--- config.mk ---
export PLATFORM = sky130hd
export DESIGN_NAME = seven_seg_scanner
export DESIGN_NICKNAME = d
export VERILOG_FILES = /design/src/rtl/seven_seg_scanner.sv
export SDC_FILE = /design/constraint.sdc
export NUM_CORES = 1
export LEC_CHECK = 0
export BUFFER_PORTS_ARGS = -buffer_cell sky130_fd_sc_hd__buf_2
export CORE_ASPECT_RATIO = 0.8
export CORE_MARGIN = 2
export CORE_UTILIZATION = 62
export DETAILED_ROUTE_END_ITERATION = 16
export HOLD_SLACK_MARGIN = 0.03
export PLACE_DENSITY = 0.84
export REMOVE_ABC_BUFFERS = 1
export SLEW_MARGIN = 15
export SYNTH_ARGS = -nofsm -noshare
export SYNTH_HDL_FRONTEND = slang
export SYNTH_SLANG_ARGS = --single-unit
export TNS_END_PERCENT = 5
--- constraint.sdc ---
create_clock -name clk -period 5.7 [get_ports clk]
set_input_delay 1.14 -clock clk [delete_from_list [all_inputs] [get_ports clk]]
set_output_delay 1.14 -clock clk [all_outputs]
set_load 0.02 [all_outputs]
--- src/rtl/seven_seg_scanner.sv ---
`default_nettype none
// ============================================================================
// Module   : seven_seg_scanner
// Brief    : 4-digit multiplexed 7-segment driver with zero blanking and sign.
// Revision : 1.0 - initial release
// ============================================================================
module seven_seg_scanner #(
    parameter int REFRESH_DIV = 100000
) (
    input  logic       clk,
    input  logic       reset,
    input  logic       load,
    input  logic [3:0] ones,
    input  logic [3:0] tens,
    input  logic [3:0] hundreds,
    input  logic       negative,
    output logic [3:0] an,
    output logic [6:0] seg,
    output logic       dp,
    output logic       frame
);

    localparam int             CNT_W     = (REFRESH_DIV > 2) ? $clog2(REFRESH_DIV) : 1;
    localparam logic [CNT_W-1:0] C_CNT_MAX = CNT_W'(REFRESH_DIV - 1);
    localparam logic [6:0]     C_BLANK   = 7'b1111111;
    localparam logic [6:0]     C_MINUS   = 7'b0111111;

    logic [CNT_W-1:0] r_presc;
    logic [1:0]       r_idx;
    logic [3:0]       r_ones, r_tens, r_hund;
    logic             r_neg;
    logic [3:0]       r_an;
    logic [6:0]       r_seg;
    logic             r_frame;

    logic             w_tick;
    logic [CNT_W-1:0] w_presc_nxt;
    logic [1:0]       w_idx_nxt;
    logic [3:0]       w_ones_nxt, w_tens_nxt, w_hund_nxt;
    logic             w_neg_nxt;
    logic [3:0]       w_an_nxt;
    logic [6:0]       w_seg_nxt;

    function automatic logic [6:0] f_decode(input logic [3:0] d);
        case (d)
            4'd0:    f_decode = 7'b1000000;
            4'd1:    f_decode = 7'b1111001;
            4'd2:    f_decode = 7'b0100100;
            4'd3:    f_decode = 7'b0110000;
            4'd4:    f_decode = 7'b0011001;
            4'd5:    f_decode = 7'b0010010;
            4'd6:    f_decode = 7'b0000010;
            4'd7:    f_decode = 7'b1111000;
            4'd8:    f_decode = 7'b0000000;
            4'd9:    f_decode = 7'b0010000;
            default: f_decode = 7'b0000110;
        endcase
    endfunction

    // Outputs are registered from next-state values so a new index or a new
    // load shows up exactly one cycle after the edge that caused it.
    always_comb begin
        w_tick      = (r_presc == C_CNT_MAX);
        w_presc_nxt = w_tick ? '0 : r_presc + CNT_W'(1);
        w_idx_nxt   = w_tick ? r_idx + 2'd1 : r_idx;
        w_ones_nxt  = load ? ones     : r_ones;
        w_tens_nxt  = load ? tens     : r_tens;
        w_hund_nxt  = load ? hundreds : r_hund;
        w_neg_nxt   = load ? negative : r_neg;
        w_an_nxt    = ~(4'b0001 << w_idx_nxt);
        w_seg_nxt   = C_BLANK;
        case (w_idx_nxt)
            2'd0: w_seg_nxt = f_decode(w_ones_nxt);
            2'd1: w_seg_nxt = ((w_hund_nxt == 4'd0) && (w_tens_nxt == 4'd0)) ?
                              C_BLANK : f_decode(w_tens_nxt);
            2'd2: w_seg_nxt = (w_hund_nxt == 4'd0) ? C_BLANK : f_decode(w_hund_nxt);
            default: w_seg_nxt = w_neg_nxt ? C_MINUS : C_BLANK;
        endcase
    end

    always_ff @(posedge clk or posedge reset) begin
        if (reset) begin
            r_presc <= '0;
            r_idx   <= 2'd0;
            r_ones  <= 4'd0;
            r_tens  <= 4'd0;
            r_hund  <= 4'd0;
            r_neg   <= 1'b0;
            r_an    <= 4'b1111;
            r_seg   <= C_BLANK;
            r_frame <= 1'b0;
        end else begin
            r_presc <= w_presc_nxt;
            r_idx   <= w_idx_nxt;
            r_ones  <= w_ones_nxt;
            r_tens  <= w_tens_nxt;
            r_hund  <= w_hund_nxt;
            r_neg   <= w_neg_nxt;
            r_an    <= w_an_nxt;
            r_seg   <= w_seg_nxt;
            r_frame <= w_tick && (r_idx == 2'd3);
        end
    end

    assign an    = r_an;
    assign seg   = r_seg;
    assign dp    = 1'b1;
    assign frame = r_frame;

endmodule
`default_nettype wire

==> results by group <==
Floorplan
  • Row Count: 20
  • Die Y: 60.3 µm
  • Die Wd: 74.4 µm
  • I/O pin cnt: 29
  • Area inside the core boundary: 3800 µm²
  • Die footprint: 4490 µm²
  • Starting density of the core: 64.6%

Setup path
  • Capturing point of the worst reg2reg path: seg[0]
  • Worst reg-to-reg setup slack: 2.79 ns
  • Cell count of the worst reg-to-reg path: 7
  • Startpoint of the worst register-to-register path: r_presc[0]
  • Startpoint Class: register
  • Element type at the critical path end: register
  • Crit path capture: seg[0]
  • Critical Setup Path Class: reg -> reg
  • Critical path required time: 5.91 ns
  • Max Fanout on Critical Path: 15
  • WP data arrival: 3.12 ns
  • Startpoint of the worst setup timing path: r_presc[0]

CTS
  • Setup bufs post-CTS: 0
  • Clock buffer depth: 2
  • Clock-pin slew on the worst setup and hold paths: 0.08 ns
  • Clock tree sinks: 44
  • TritonCTS Buffers: 5
  • Root buffer selected by CTS: clkbuf_8
  • CTS-repair resized insts: 0
  • Total number of H-tree levels: 2
  • Latest clock arrival within the worst-skew pair: 0.30 ns
  • CTS tree: built
  • Hold buffer count at CTS: 0

STA
  • Total negative slack: 0 ns
  • Post-route fraction of the period consumed by the critical path: 51.1%
  • Post-route minimum period: 2.91 ns
  • Number of endpoints failing setup at the final stage: 0
  • Worst clock skew: 0.00480 ns
  • Slew Viols, Final: 0
  • Unrepaired setup endpoints after global routing: false
  • Worst max-slew margin expressed relative to the limit: 40.4%
  • Upper clock frequency limit: 0.343 GHz
  • Actual slew at the worst max-slew pin: 0.888 ns
  • Final hold viol count: 0

Global route
  • Global-route track usage on met3: 5.56%
  • Antenna violations before repair: 0
  • Final global-route overflow total: 0
  • Number of global-route vias before repair: 1,692
  • GR met1 Demand/Resource: 36.9%
  • Met2 layer usage reported by global route: 34.1%
  • Global-route usage over all layers: 24.5%
  • Wire length of the first global-routing pass: 8060 µm
  • Maximum number of pins on one net before global-route repair: 45
  • Busiest layer in global routing: met1

Final layout
  • Area delta synth->final: 12.8%
  • Filler-free cell count of the finished design: 326
  • Share of layout cells above drive strength 1: 21.4%
  • Number of nets at the end of the flow: 305
  • Antenna diodes: 0

Route
  • Number of iterations in the first detailed-routing pass: 4
  • Total detailed-routing wirelength: 4840 µm
  • Routed via count divided by cell count: 5.56
  • Via count: 1,813
  • DR iter-0 viols: 124
  • WL/cell: 14.8 µm
  • Antenna-violating nets left: 0
  • Drc violations: 0

Logic synthesis
  • Synth top area cells: dfrtp_1 (34%), dfstp_2 (12%), ha_1 (9.2%), mux2i_1 (6.5%), nor2_1 (3.5%)
  • Top cells by instance count after synthesis: dfrtp_1 (33), nor2_1 (23), ha_1 (18)
  • Post-synth EDFFs: 0
  • Portion of synthesized cell area occupied by the leading cell type: 33.6%
  • Mapped Cells: 240
  • Cell type with the largest total area after synthesis: dfrtp_1
  • Dominant cell by count in the synthesized netlist: dfrtp_1
  • Number of flip-flops and latches in the synthesized netlist: 44
  • Synthesized area per cell: 10.2 µm²
  • Sequential-to-total area share from yosys stat: 45.3%
  • Number of warning messages in the yosys log: 0
  • Synth Flop Type: dfrtp_1
  • Fraction of registers with async set or reset after synthesis: 100%
  • Netlist Area Pre-Place: 2460 µm²
  • Count of unique library cells instantiated by Yosys: 46

Hold path
  • Worst min-delay path category: reg -> reg

Run status
  • Outcome: finished, final reports clean

Power
  • Reported leakage power: 1.35 nW
  • Max VDD drop: 0.152 mV
  • Power consumption: 741 µW
  • Power per cell area: 267 nW/µm²

Placed design
  • Number of I/O port buffers: 27
  • DP HPWL: 3490 µm
  • Gp weighted congestion: 0.893
  • Instance count after placement with tap cells included: 319

Run
  • Max-cap viol count: 0
[worst max-delay path, cell delays in order, from the launching register on]
cell      delay [ns]
dfrtp_1         0.40
ha_1            0.22
nand4_1         0.33
nor4_4          0.45
mux2i_1         0.58
clkinv_2        0.35
o31ai_1         0.34
o221ai_2        0.15
[where the power goes]
part | internal [mW] | total, mW | leakage, nW | switching, mW
combinational | 0.0458 | 0.128 | 0.753 | 0.0818
clock | 0.172 | 0.277 | 0.0642 | 0.104
sequential | 0.332 | 0.337 | 0.532 | 0.00441
total | 0.551 | 0.741 | 1.35 | 0.191
[placed cells by master, fill, tap and decap left out, types with 4 or more instances in the layout]
cell	instances
ha_1	18
buf_2	27
dfstp_2	11
mux2_2	6
clkbuf_8	5
dfrtp_1	33
xnor2_1	6
nor3_1	7
inv_1	16
o21ai_0	13
nor2_1	23
a21oi_1	10
a31oi_1	4
mux2i_1	16
nand2_1	15
xor2_1	9
nand3_1	8
[kinds of logic after synthesis]
kind of cell / after synthesis / share of synthesized area [%]
AND/OR/NAND/NOR: 71 / 14.9
flip-flops: 44 / 45.3
adder cells (fa/ha/maj): 18 / 9.16
buffers and inverters: 24 / 4.27
AO/OA/AOI/OAI: 45 / 11.6
multiplexers: 22 / 9.26
XOR/XNOR: 15 / 5.34
other: 1 / 0.153
[layer usage]
| layer | part of all wire (%) | wire, µm |
|---|---|---|
| met3 | 5.8 | 279 |
| met4 | 2.0 | 97 |
| met1 | 50 | 2440 |
| met2 | 42 | 2020 |
| met5 | 0 | 0 |
[stage by stage]
step	instance area (µm²)	worst slack (ns)	util (%)	hold slack (ns)
floorplan	2430	3.09	-	0.453
global placement	2650	2.54	69.5	0.473
detailed placement	2650	2.51	69.5	0.486
CTS	2770	2.79	72.9	0.498
global route	2770	2.42	72.9	0.530
finish	2770	2.79	72.9	0.499
[worst min path at each step]
stage,startpoint,endpoint,slack (ns),cells after the start
5_1_grt,r_presc[11],r_presc[11],0.53,1
3_3_place_gp,r_presc[14],r_presc[14],0.47,1
2_1_floorplan,r_presc[14],r_presc[14],0.45,1
3_5_place_dp,r_presc[14],r_presc[14],0.49,1
6_report,r_presc[0],r_presc[0],0.50,1
4_1_cts,r_presc[0],r_presc[0],0.50,1
[area by class of cell]
cell class | count | area [µm²]
tap | 55 | 68.8
multi-input combinational | 172 | 1240
clock buffer | 5 | 68.8
fill | 270 | 1030
timing repair buffer | 29 | 150
inverter | 19 | 72.6
sequential | 44 | 1110
clock inverter | 2 | 60.1
[state kept, by name, indices dropped and copies added (netlist names)]
| name | cells |
|---|---|
| an | 4 |
| r_hund | 4 |
| r_neg | 1 |
| r_presc | 17 |
| r_tens | 4 |
| r_ones | 4 |
| frame | 1 |
| r_idx | 2 |
| seg | 7 |
Note: power is estimated with default switching activity, not from simulation.
